File: config.mk
export PLATFORM = sky130hd
export DESIGN_NAME = alu_div_sequencer
export DESIGN_NICKNAME = d
export VERILOG_FILES = /design/src/rtl/alu_pkg.sv /design/src/rtl/div_step.sv /design/src/rtl/alu_div_sequencer.sv
export SDC_FILE = /design/constraint.sdc
export NUM_CORES = 1
export LEC_CHECK = 0
export BUFFER_PORTS_ARGS = -buffer_cell sky130_fd_sc_hd__buf_2
export CORE_AREA = 2 2 127 129
export DETAILED_ROUTE_END_ITERATION = 7
export DIE_AREA = 0 0 129 131
export PLACE_DENSITY_LB_ADDON = 0.1
export SYNTH_ARGS = -nofsm -noshare
export SYNTH_HDL_FRONTEND = slang
export SYNTH_SLANG_ARGS = --single-unit
File: constraint.sdc
create_clock -name clk -period 2.9 [get_ports clk]
set_clock_uncertainty 0.1 [all_clocks]
set_input_delay 0.145 -clock clk [delete_from_list [all_inputs] [get_ports clk]]
set_output_delay 0.145 -clock clk [all_outputs]
set_load 0.03 [all_outputs]
File: src/rtl/alu_pkg.sv
// Shared ALU definitions.
// Holds the ALU command encodings (also used by the ALU control LUT), the
// divider sequencer state enum and the default datapath width.
// No ports: package only.
package alu_pkg;

   localparam int unsigned ALU_WIDTH = 32;

   localparam logic [2:0] ALU_ADD  = 3'd0;
   localparam logic [2:0] ALU_SUB  = 3'd1;
   localparam logic [2:0] ALU_XOR  = 3'd2;
   localparam logic [2:0] ALU_SLT  = 3'd3;
   localparam logic [2:0] ALU_AND  = 3'd4;
   localparam logic [2:0] ALU_NAND = 3'd5;
   localparam logic [2:0] ALU_NOR  = 3'd6;
   localparam logic [2:0] ALU_OR   = 3'd7;

   typedef enum logic [1:0] {
      DIV_IDLE = 2'd0,
      DIV_RUN  = 2'd1,
      DIV_DONE = 2'd2
   } div_state_t;

endpackage

File: src/rtl/div_step.sv
// One restoring-division step decision.
// Ports:
//   shifted      - partial remainder shifted left with the next dividend bit
//   msb          - bit shifted out of the partial remainder (33rd trial bit)
//   alu_result   - ALU difference shifted - divisor
//   alu_carryout - ALU carry after SUB (1 = no borrow)
//   r_next       - next partial remainder
//   q_bit        - quotient bit produced by this step
module div_step
   import alu_pkg::*;
#(
   parameter int unsigned WIDTH = ALU_WIDTH
) (
   input  logic [WIDTH-1:0] shifted,
   input  logic             msb,
   input  logic [WIDTH-1:0] alu_result,
   input  logic             alu_carryout,
   output logic [WIDTH-1:0] r_next,
   output logic             q_bit
);

   // With msb set the 33-bit trial value is >= D whatever the ALU carry says,
   // and the truncated difference is still the exact new remainder.
   always_comb begin
      q_bit  = msb | alu_carryout;
      r_next = q_bit ? alu_result : shifted;
   end

endmodule

File: src/rtl/alu_div_sequencer.sv
// Multi-cycle unsigned restoring divider that drives the shared ALU.
// One SUB is issued per iteration; the ALU itself lives outside this block.
// Ports:
//   clk, reset_n            - clock, asynchronous active-low reset
//   start, dividend, divisor - request (sampled only when idle)
//   busy, done              - status (done is a one-cycle pulse)
//   quotient, remainder     - registered results, held until next request
//   div_by_zero             - registered flag, held with results
//   alu_a, alu_b, alu_cmd   - ALU operands and command
//   alu_result, alu_carryout - ALU outputs consumed during RUN
module alu_div_sequencer
   import alu_pkg::*;
#(
   parameter int unsigned WIDTH = ALU_WIDTH
) (
   input  logic             clk,
   input  logic             reset_n,
   input  logic             start,
   input  logic [WIDTH-1:0] dividend,
   input  logic [WIDTH-1:0] divisor,
   output logic             busy,
   output logic             done,
   output logic [WIDTH-1:0] quotient,
   output logic [WIDTH-1:0] remainder,
   output logic             div_by_zero,
   output logic [WIDTH-1:0] alu_a,
   output logic [WIDTH-1:0] alu_b,
   output logic [2:0]       alu_cmd,
   input  logic [WIDTH-1:0] alu_result,
   input  logic             alu_carryout
);

   localparam int unsigned CW = $clog2(WIDTH);
   localparam logic [CW-1:0] LAST = CW'(WIDTH - 1);

   div_state_t       state;
   logic [WIDTH-1:0] r_reg;
   logic [WIDTH-1:0] q_reg;
   logic [WIDTH-1:0] d_reg;
   logic [CW-1:0]    count;

   logic [WIDTH-1:0] shifted;
   logic             msb;
   logic [WIDTH-1:0] r_next;
   logic             q_bit;
   logic [WIDTH-1:0] q_next;

   always_comb begin
      shifted = {r_reg[WIDTH-2:0], q_reg[WIDTH-1]};
      msb     = r_reg[WIDTH-1];
      q_next  = {q_reg[WIDTH-2:0], q_bit};
   end

   div_step #(.WIDTH(WIDTH)) u_step (
      .shifted      (shifted),
      .msb          (msb),
      .alu_result   (alu_result),
      .alu_carryout (alu_carryout),
      .r_next       (r_next),
      .q_bit        (q_bit)
   );

   always_comb begin
      alu_a   = '0;
      alu_b   = '0;
      alu_cmd = ALU_ADD;
      if (state == DIV_RUN) begin
         alu_a   = shifted;
         alu_b   = d_reg;
         alu_cmd = ALU_SUB;
      end
   end

   always_comb begin
      busy = (state != DIV_IDLE);
      done = (state == DIV_DONE);
   end

   always_ff @(posedge clk or negedge reset_n) begin
      if (!reset_n) begin
         state       <= DIV_IDLE;
         count       <= '0;
         r_reg       <= '0;
         q_reg       <= '0;
         d_reg       <= '0;
         quotient    <= '0;
         remainder   <= '0;
         div_by_zero <= 1'b0;
      end else begin
         case (state)
            DIV_IDLE: begin
               if (start) begin
                  if (divisor != '0) begin
                     d_reg       <= divisor;
                     q_reg       <= dividend;
                     r_reg       <= '0;
                     count       <= '0;
                     div_by_zero <= 1'b0;
                     state       <= DIV_RUN;
                  end else begin
                     quotient    <= '1;
                     remainder   <= dividend;
                     div_by_zero <= 1'b1;
                     state       <= DIV_DONE;
                  end
               end
            end
            DIV_RUN: begin
               r_reg <= r_next;
               q_reg <= q_next;
               count <= count + 1'b1;
               if (count == LAST) begin
                  // Results come from this final step's values, not the registers.
                  quotient  <= q_next;
                  remainder <= r_next;
                  state     <= DIV_DONE;
               end
            end
            DIV_DONE: state <= DIV_IDLE;
            default:  state <= DIV_IDLE;
         endcase
      end
   end

endmodule

==> summary.md <==
| Metric | Value |
|---|---|
| Met2 wire length | `9.996 mm` |
| Synth area leader | `dfrtp_1` |
| DPL Wire Length | `13.74 mm` |
| Die Area | `16,900 um2` |
| Cell variety after synth | `40` |
| Fmax | `0.3963 GHz` |
| Die Width | `129 um` |
| Vias/cell | `5.388` |
| Mean Syn Cell Area | `10.99 um2` |
| Period minus WS final | `2523 ps` |
| Slew @ Worst Pin | `690.9 ps` |
| Final ANT Viol Nets | `0` |
| Post-Syn Instances | `685` |
| Vias in the first global route | `6,617` |
| Most frequent cell after synthesis | `dfrtp_1` |
| WL per Instance | `17.66 um` |
| Clk buf depth | `2` |
| Syn-to-layout area delta | `33.85%` |
| Pre-antenna DRT Iters | `4` |
| Post-synth top area share | `55.83%` |
| Post-synth top cells | `dfrtp_1, nand2_1, a21oi_1, and2_1, o21ai_0` |
| Post-Syn Area | `7530 um2` |
| Hold Crit Class | `input pin to flip-flop` |
| Starting DRC count in detailed routing | `357` |
| Sequential share of the synthesized area | `55.83%` |
| Clock transition at the registers of the reported paths | `70 ps` |
| Final core utilization | `64.62%` |
| Grt ovf | `0` |
| EDFF count, synth | `0` |
| WL met1 | `9.153 mm` |
| Total wire length | `21.04 mm` |
| Final WS setup | `376.6 ps` |
| Num CTS Buffers | `17` |
| Starting Density | `48.28%` |
| Setup Total Neg Slack | `0 ps` |
| Crit-path max FO | `24` |
| Share of synthesized flip-flops with an asynchronous set or reset | `100.0%` |
| CP Class | `input pin to flip-flop` |
| Io pins | `234` |
| DRC viols | `0` |
| Place WS | `518.6 ps` |
| Layout cells sized above 1 | `32.21%` |
| Rel. slew slack | `53.94%` |
| Final Instance Area | `10,080 um2` |
| Fin nets | `1,064` |
| Area of placed instances | `8843 um2` |
| Met3 Wirelength | `1.538 mm` |
| Period utilization | `87.01%` |
| CTS HTree Levels | `4` |
| Top layer in use | `met4` |
| Die H | `131 um` |
| Critical Path RT | `3090 ps` |
| Diode count | `0` |
| RSZ-0062 raised after global routing | `false` |
| Setup Buffers After CTS | `0` |
| Synth Flop Type | `dfrtp_1` |
| Max Slew Vio Count | `0` |
| Yosys warning count | `0` |
| Total Routing Usage GR | `25.18%` |
| Core area | `15,600 um2` |
| Outcome | `finished, final reports clean` |
| Clock Root Buffer | `clkbuf_16` |
| Final hold violations | `0` |
| Vias | `6,417` |
| Final Wtd Congestion | `0.7981` |
| Row Count | `46` |
| CP Capture Type | `flip-flop` |
| CTS tree | `done` |
| Max cap viols | `0` |
| Clock sinks | `168` |
| Cell area power density | `913.3 nW/um2` |
| Maximum VDD drop | `0.5635 mV` |
| Clock latency on the worst-skew pair | `410 ps` |
| Largest net degree at the start of global routing | `69` |
| Leakage | `0.004695 uW` |
| Setup violators final | `0` |
| Initial antenna violation count | `0` |
| Crit path DAT | `2720 ps` |
| Critical path launch point type | `input pin` |
| Flops & latches, synth | `168` |
| First-pass GRT wire length | `33.27 mm` |
| Port Buffers | `231` |
| Main area contributors after synthesis | `dfrtp_1, and2_1, o221a_1` |
-- stage by stage --
stage	total power, uW	instances	hold WS, ps
after CTS	9265	1191	32.99
after global placement	6838	1094	75.35
after global routing	9733	1191	51.67
final	9205	1191	55.13
after floorplan	5881	686	-250.6
after detailed placement	6927	1094	86.28
-- final cells by class --
type	count	area, um2
fillers	1195	5519
inverters	4	15.01
clock inverters	10	120.1
clock buffers	22	464.2
flip-flops and latches	168	4204
well taps	216	270.3
repair buffers	313	1966
multi-input cells	458	3039
-- kinds of logic after synthesis --
group | Yosys count | synth area share (%)
AO/OA/AOI/OAI | 236 | 21.55
other | 1 | 0.04980
buffers and inverters | 60 | 4.220
multiplexers | 33 | 4.935
AND/OR/NAND/NOR | 185 | 13.08
flip-flops | 168 | 55.83
adder cells (fa/ha/maj) | 2 | 0.3323
-- timing repair --
action	in CTS	in global routing
hold buffers	65	0
hold endpoints to repair	159	0
gates resized for setup	0	0
-- worst paths after layout --
kind	start	to	slack, ps	cells after the start
min in group asynchronous	reset_n	r_reg[24]	180	2
worst max register to register	count[0]	quotient[10]	570	7
max in group asynchronous	reset_n	state[1]	1670	3
worst max-delay path	divisor[1]	d_reg[1]	380	8
worst min-delay path	alu_result[2]	r_reg[2]	60	4
worst min register to register	remainder[8]	remainder[8]	370	2
-- critical path, stage by stage --
cell	delay (ps)
dlygate4sd3_1	550
buf_2	130
nor4_1	390
and4_2	390
nand2_1	90
nand2_2	410
buf_12	250
mux2_2	360
-- layer usage --
metal	global-route usage [%]	vias up
li1	-	2983
met1	33.24	3154
met2	40.96	254
met3	6.393	26
met4	8.440	0
met5	0	-
-- power by group --
group,internal [uW],switching (uW)
registers,3000,440
clock network,1320,921
logic,1360,2160
total,5680,3520
-- placed cells by master (no fill, tap or decap), types with 3 or more instances in the layout --
master,synthesis,layout
buf_4,9,15
clkbuf_1,28,3
nand2_1,68,67
a21o_1,33,33
clkinvlp_4,0,5
o21ai_0,52,52
a22o_1,4,4
nor4_1,8,8
o21ai_1,14,14
o22a_1,31,31
o221a_2,3,3
nand2b_1,32,31
dfrtp_1,168,168
mux2_2,23,23
clkbuf_16,0,17
dlygate4sd3_1,0,65
a21oi_1,65,65
o221a_1,29,29
mux2_1,10,10
and2_1,65,65
buf_2,13,230
Note: power is estimated with default switching activity, not from simulation.
